--- config.mk ---
export PLATFORM = sky130hd
export DESIGN_NAME = npc_lsu
export DESIGN_NICKNAME = d
export VERILOG_FILES = /design/src/rtl/npc_lsu_pkg.sv /design/src/rtl/npc_lsu_align.sv /design/src/rtl/npc_lsu.sv
export SDC_FILE = /design/constraint.sdc
export NUM_CORES = 1
export LEC_CHECK = 0
export ABC_AREA = 1
export CAP_MARGIN = 10
export CORE_MARGIN = 3
export CORE_UTILIZATION = 46
export CTS_CLUSTER_DIAMETER = 60
export DETAILED_ROUTE_END_ITERATION = 12
export PLACE_DENSITY_LB_ADDON = 0.25
export SLEW_MARGIN = 5
export SYNTH_ARGS = -nofsm -noshare
export SYNTH_HDL_FRONTEND = slang
export SYNTH_SLANG_ARGS = --single-unit
--- constraint.sdc ---
create_clock -name clk -period 5.4 [get_ports clk]
set_input_delay 1.08 -clock clk [delete_from_list [all_inputs] [get_ports clk]]
set_output_delay 1.08 -clock clk [all_outputs]
set_load 0.02 [all_outputs]
--- src/rtl/npc_lsu_pkg.sv ---
// Shared types and constants for the npc load/store unit.
// Encodes RISC-V funct3 sizes, completion error codes and the LSU state set.
package npc_lsu_pkg;

  localparam logic [2:0] F3_B  = 3'b000;
  localparam logic [2:0] F3_H  = 3'b001;
  localparam logic [2:0] F3_W  = 3'b010;
  localparam logic [2:0] F3_D  = 3'b011;
  localparam logic [2:0] F3_BU = 3'b100;
  localparam logic [2:0] F3_HU = 3'b101;
  localparam logic [2:0] F3_WU = 3'b110;

  localparam logic [1:0] ERR_OK       = 2'b00;
  localparam logic [1:0] ERR_MISALIGN = 2'b01;
  localparam logic [1:0] ERR_TIMEOUT  = 2'b10;
  localparam logic [1:0] ERR_ILLEGAL  = 2'b11;

  typedef enum logic [1:0] {IDLE, REQ, WAIT, DONE} lsu_state_t;

  // Byte-enable pattern for an access of 1/2/4/8 bytes at offset 0.
  function automatic logic [7:0] size_mask(input logic [1:0] sz);
    case (sz)
      2'b00:   return 8'h01;
      2'b01:   return 8'h03;
      2'b10:   return 8'h0F;
      default: return 8'hFF;
    endcase
  endfunction

endpackage

--- src/rtl/npc_lsu_align.sv ---
// Combinational access checks, store lane shifting and load extraction.
// Purely a function of funct3, the byte offset and the data words.
module lsu_align import npc_lsu_pkg::*; #(
  parameter  int XLEN  = 32,
  localparam int BE_W  = XLEN / 8,
  localparam int OFF_W = $clog2(BE_W)
) (
  input  logic             is_store,
  input  logic [2:0]       funct3,
  input  logic [OFF_W-1:0] off,
  input  logic [XLEN-1:0]  wdata,
  input  logic [XLEN-1:0]  rdata,
  output logic             illegal,
  output logic             misalign,
  output logic [XLEN-1:0]  wdata_sh,
  output logic [BE_W-1:0]  wmask,
  output logic [XLEN-1:0]  rdata_ext
);

  localparam bit HAS_D = (XLEN == 64);

  logic [OFF_W+2:0] sh;
  logic [XLEN-1:0]  lane;
  logic [XLEN-1:0]  keep;
  logic             sgn;

  assign sh = {off, 3'b000};

  // Doubleword and LWU only exist on RV64; stores have no unsigned forms.
  always_comb begin
    if (is_store)
      illegal = funct3[2] || ((funct3[1:0] == 2'b11) && !HAS_D);
    else
      illegal = (funct3 == 3'b111) || (((funct3 == F3_D) || (funct3 == F3_WU)) && !HAS_D);
  end

  always_comb begin
    case (funct3[1:0])
      2'b00:   misalign = 1'b0;
      2'b01:   misalign = off[0];
      2'b10:   misalign = |off[1:0];
      default: misalign = |off;
    endcase
  end

  assign wdata_sh = wdata << sh;
  assign wmask    = is_store ? (BE_W'(size_mask(funct3[1:0])) << off) : '0;

  assign lane = rdata >> sh;

  // Mask the lane to the access size, then fill the upper bits for signed loads.
  always_comb begin
    case (funct3[1:0])
      2'b00: begin
        keep = XLEN'(8'hFF);
        sgn  = lane[7];
      end
      2'b01: begin
        keep = XLEN'(16'hFFFF);
        sgn  = lane[15];
      end
      2'b10: begin
        keep = XLEN'(32'hFFFF_FFFF);
        sgn  = lane[31];
      end
      default: begin
        keep = '1;
        sgn  = 1'b0;
      end
    endcase
    rdata_ext = (lane & keep) | ((sgn && !funct3[2]) ? ~keep : '0);
  end

endmodule

--- src/rtl/npc_lsu.sv ---
// Multi-cycle load/store unit: accepts one op, issues a valid/ready memory
// request, waits for the response and returns extended load data or an error.
//
// state | meaning
// IDLE  | in_ready=1, waiting for an op; bad ops go straight to DONE
// REQ   | mem_req_valid=1, request fields held until mem_req_ready
// WAIT  | waiting for mem_resp_valid, timeout counter running
// DONE  | out_valid=1 for this single cycle, then back to IDLE
module npc_lsu import npc_lsu_pkg::*; #(
  parameter  int XLEN    = 32,
  parameter  int ADDR_W  = 32,
  parameter  int TIMEOUT = 0,
  parameter  int TO_W    = 16,
  localparam int BE_W    = XLEN / 8,
  localparam int OFF_W   = $clog2(BE_W)
) (
  input  logic              clk,
  input  logic              rst,
  input  logic              in_valid,
  output logic              in_ready,
  input  logic              in_is_store,
  input  logic [2:0]        in_funct3,
  input  logic [ADDR_W-1:0] in_addr,
  input  logic [XLEN-1:0]   in_wdata,
  input  logic [4:0]        in_rd,
  output logic              mem_req_valid,
  input  logic              mem_req_ready,
  output logic              mem_req_wen,
  output logic [ADDR_W-1:0] mem_req_addr,
  output logic [XLEN-1:0]   mem_req_wdata,
  output logic [BE_W-1:0]   mem_req_wmask,
  input  logic              mem_resp_valid,
  input  logic [XLEN-1:0]   mem_resp_rdata,
  output logic              out_valid,
  output logic [XLEN-1:0]   out_rdata,
  output logic [4:0]        out_rd,
  output logic              out_wen,
  output logic [1:0]        out_err
);

  lsu_state_t        state;
  logic              is_store_q;
  logic [2:0]        f3_q;
  logic [ADDR_W-1:0] addr_q;
  logic [XLEN-1:0]   wdata_q;
  logic [4:0]        rd_q;
  logic [TO_W-1:0]   to_cnt;

  logic              idle;
  logic              al_store;
  logic [2:0]        al_f3;
  logic [OFF_W-1:0]  al_off;
  logic              illegal;
  logic              misalign;
  logic [XLEN-1:0]   wdata_sh;
  logic [XLEN-1:0]   rdata_ext;
  logic              to_hit;

  assign idle     = (state == IDLE);
  assign in_ready = idle;

  // Checks see the live op in IDLE so errors resolve on the accept edge;
  // afterwards everything comes from the latched copy and stays stable.
  assign al_store = idle ? in_is_store : is_store_q;
  assign al_f3    = idle ? in_funct3 : f3_q;
  assign al_off   = idle ? in_addr[OFF_W-1:0] : addr_q[OFF_W-1:0];

  lsu_align #(.XLEN(XLEN)) u_align (
    .is_store  (al_store),
    .funct3    (al_f3),
    .off       (al_off),
    .wdata     (wdata_q),
    .rdata     (mem_resp_rdata),
    .illegal   (illegal),
    .misalign  (misalign),
    .wdata_sh  (wdata_sh),
    .wmask     (mem_req_wmask),
    .rdata_ext (rdata_ext)
  );

  assign mem_req_wen   = is_store_q;
  assign mem_req_addr  = {addr_q[ADDR_W-1:OFF_W], {OFF_W{1'b0}}};
  assign mem_req_wdata = is_store_q ? wdata_sh : '0;

  assign to_hit = (TIMEOUT != 0) && (to_cnt == TO_W'(TIMEOUT - 1));

  always_ff @(posedge clk or posedge rst) begin
    if (rst) begin
      state         <= IDLE;
      is_store_q    <= 1'b0;
      f3_q          <= '0;
      addr_q        <= '0;
      wdata_q       <= '0;
      rd_q          <= '0;
      to_cnt        <= '0;
      mem_req_valid <= 1'b0;
      out_valid     <= 1'b0;
      out_rdata     <= '0;
      out_rd        <= '0;
      out_wen       <= 1'b0;
      out_err       <= ERR_OK;
    end else begin
      case (state)
        IDLE: begin
          if (in_valid) begin
            is_store_q <= in_is_store;
            f3_q       <= in_funct3;
            addr_q     <= in_addr;
            wdata_q    <= in_wdata;
            rd_q       <= in_rd;
            if (illegal || misalign) begin
              state     <= DONE;
              out_valid <= 1'b1;
              out_err   <= illegal ? ERR_ILLEGAL : ERR_MISALIGN;
              out_rdata <= '0;
              out_rd    <= in_rd;
              out_wen   <= 1'b0;
            end else begin
              state         <= REQ;
              mem_req_valid <= 1'b1;
            end
          end
        end
        REQ: begin
          if (mem_req_ready) begin
            state         <= WAIT;
            mem_req_valid <= 1'b0;
            to_cnt        <= '0;
          end
        end
        WAIT: begin
          to_cnt <= to_cnt + TO_W'(1);
          // A response arriving on the timeout cycle still counts as success.
          if (mem_resp_valid) begin
            state     <= DONE;
            out_valid <= 1'b1;
            out_err   <= ERR_OK;
            out_rd    <= rd_q;
            out_wen   <= !is_store_q;
            out_rdata <= is_store_q ? '0 : rdata_ext;
          end else if (to_hit) begin
            state     <= DONE;
            out_valid <= 1'b1;
            out_err   <= ERR_TIMEOUT;
            out_rd    <= rd_q;
            out_wen   <= 1'b0;
            out_rdata <= '0;
          end
        end
        DONE: begin
          state     <= IDLE;
          out_valid <= 1'b0;
          out_wen   <= 1'b0;
        end
        default: state <= IDLE;
      endcase
    end
  end

endmodule
==> results.cfg <==
[setup_path]
critPathRequiredTime_ps = 4320
crit_type = in2out
timing.rr.end = out_rdata[29]$_DFFE_PP0P_
max_stage_delay_ps = 650
crit_top_cell = clkdlybuf4s50_1
worst-r2r-cell-count = 14
crit_arrival_ps = 3430
path_buf_inv = 3
crit_slowest_cell = clkdlybuf4s50_1
r2r_setup_slack_ps = 2070
start_kind = primary input
crit_chain = clkdlybuf4s50_1 -> nand2_1 -> nand2_2 -> o21ai_0 -> inv_1 -> a211oi_1 -> clkdlybuf4s50_1
cp_max_fo = 42
timing.rr.start = state[0]$_DFFE_PP0P_
cp_num_cells = 7
end_kind = output pin
cp_top_family = buffers and inverters

[clocking]
cts_sinks = 117
clk_pin_slew_ps = 60
tritoncts = built
htreeDepth = 4
cts_hold_buf = 0
worstSkewPairLatency_ps = 420
clockRootBuffer = clkbuf_16
cts_buffers = 17
clockBufferDepth = 2
post_cts_buffers = 0
cts.repair.resized = 0

[pwr]
p_switching_w = 0.00282
irDropWorstVdd_uv = 414
total_power_w = 0.00615
switching_share_pct = 45.8
p_leak_nw = 4.13
pwr-share-clk_pct = 18.2
internal_power_w = 0.00333
p_seq_share_pct = 23.9
pwr-share-comb_pct = 58.0
p_per_area_nw_per_um2 = 678

[floorplan]
fp.coreArea_um2 = 13500
dieHeight_um = 125
io_pins = 222
start_util_pct = 47.8
die_w_um = 125
dieArea_um2 = 15500
row_count = 42

[yosys]
synth_cell_types = 29
synth_edf_count = 0
yosysMostFrequentCell = nand2_1
yosys.area.top_type_share_pct = 45.3
synth_common_cells = nand2_1, dfrtp_1, o21ai_0, nor2_1, inv_1
synth.cell_area_um2 = 6460
postSynth.asyncResetShare_pct = 100
yosys_warnings = 0
ys_seq_elements = 117
synth_seq_area_share_pct = 45.3
yosys.area.top_type = dfrtp_1
netlist_instances = 801
synth_ff_type = dfrtp_1
avgSynthCellArea_um2 = 8.07
synth_area_leaders = dfrtp_1, nand2_1, mux2_2, o21ai_0, buf_4

[layout]
drive_above_1_share_pct = 12.0
area_growth_pct = 40.3
diodes = 0
design_area_um2 = 9060
stdcell_count = 1159
num-nets-final = 1085

[sta]
clock_skew_ps = 6.26
hold_viol_final = 0
max_freq_ghz = 0.222
setup_ws_ps = 886
setup_tns_ps = 0
rsz0062_at_grt = false
finalCriticalPeriod_ps = 4510
tightest_slew_ps = 828
timing.final.crit_share_pct = 83.6
drv_slew = 0
slew-limit-headroom_pct = 44.8
setup_viol = 0

[grt]
grt_usage_pct = 23.3
grt_pass1_wl_um = 29100
gr-total-overflow = 0
grt_max_degree = 68
grt_pass1_vias = 5532
antenna_found_initial = 0

[worst_hold_path]
hold_depth = 2
hp-class = reg2reg
min_from = out_rdata[27]$_DFFE_PP0P_
worstHoldEndpoint = out_rdata[27]$_DFFE_PP0P_

[detailed_routing]
wl_per_cell_um = 15.8
ant_nets = 0
dr_total_vias = 5939
drc = 0
finalWirelength_um = 18300
vias_per_cell = 5.12
drt-pass1-iter-count = 5
drtIter0Drc = 549

[placed_design]
placed_cell_area_um2 = 8470
post-place-ws_ps = 900
gp_congestion = 0.981
numPortBuffers = 219
dp.final_hpwl_um = 13200
dp.cells = 1127

[flow_run]
maxCapViolCount = 0

[run_status]
outcome = completed
area by class of cell:
type	count	area [µm²]
fill	1140	4440
sequential	117	2930
multi-input combinational	541	2820
timing repair buffer	227	2250
clock buffer	18	439
inverter	66	250
tap	176	220
clock inverter	14	153
per-stage QoR:
stage | util, % | hold slack [ps]
after floorplan | - | 453
after global placement | 62.7 | 463
after detailed placement | 62.7 | 465
after CTS | 67.1 | 481
after global routing | 67.1 | 498
final | 67.1 | 473
registers in the layout, summed over array words and instances (netlist names), 2 cells and up:
register and count:
addr_q 32, state 2, out_rd 5, out_err 2, wdata_q 32, rd_q 5
f3_q 3, out_rdata 32
worst reg2reg max path, cell delays in order, from the launching register on:
cell and delay [ps]:
dfrtp_1 420, inv_1 120, ha_1 280, buf_4 250, nand2_1 80, nand2_2 320, inv_2 140, nand2_1 110
nand2_1 90, nand3_2 120, nand3_2 550, buf_4 510, nor2_1 160, nand2_1 60, nand2_1 60
cell usage in the layout, fill, tap and decap left out, types with 2 or more instances in the layout:
master	synthesis	final
buf_4	34	8
clkinv_4	0	4
nand2_4	1	2
conb_1	1	2
mux2_2	48	48
bufinv_16	0	2
o211ai_1	10	10
clkinv_2	0	2
nor2_2	2	3
nand2_2	14	14
nand2_1	222	221
clkdlybuf4s50_1	0	219
clkbuf_16	0	17
nand3_2	2	2
ha_1	5	5
inv_1	61	60
dfrtp_1	117	117
o21ai_0	77	77
clkinvlp_4	0	4
inv_6	0	2
a21oi_1	43	43
nand3_1	25	25
a211oi_1	17	17
nor2_1	66	65
nand3b_1	2	2
inv_2	5	5
kinds of logic (layout without fill, tap and decap cells):
family | count (synthesis) | in the layout | synth area share, %
AND/OR/NAND/NOR | 336 | 336 | 21.1
AO/OA/AOI/OAI | 150 | 150 | 12.9
buffers and inverters | 144 | 325 | 11.3
flip-flops | 117 | 117 | 45.3
multiplexers | 48 | 48 | 8.37
adder cells (fa/ha/maj) | 5 | 5 | 0.968
other | 1 | 2 | 0.0580
metal layers:
layer  wire length (µm)  vias to the layer above  track usage, %
met1               8250                     2778            31.7
li1                   -                     2896               -
met4                288                        0            7.35
met2               8350                      244            35.7
met5                  0                        -               0
met3               1430                       21            7.12
power by group through the flow:
stage | registers [W] | logic [W] | clock network [W]
2_1_floorplan | 0.00153 | 0.00247 | 0
3_3_place_gp | 0.00147 | 0.00352 | 0
3_5_place_dp | 0.00148 | 0.00356 | 0
4_1_cts | 0.00147 | 0.00358 | 0.00113
5_1_grt | 0.00151 | 0.00390 | 0.00118
6_report | 0.00147 | 0.00356 | 0.00112
how the worst max path moves through the flow:
stage / startpoint / endpoint / slack, ps
floorplan: rst / addr_q[0]$_DFFE_PP0P_ / 1220
global placement: in_addr[1] / mem_req_wdata[13] / 940
detailed placement: in_addr[0] / mem_req_wdata[26] / 900
CTS: in_addr[0] / mem_req_wdata[26] / 900
global route: in_addr[0] / mem_req_wdata[29] / 670
finish: in_addr[0] / mem_req_wdata[25] / 890
No activity file was read; power rests on OpenSTA's default activity.
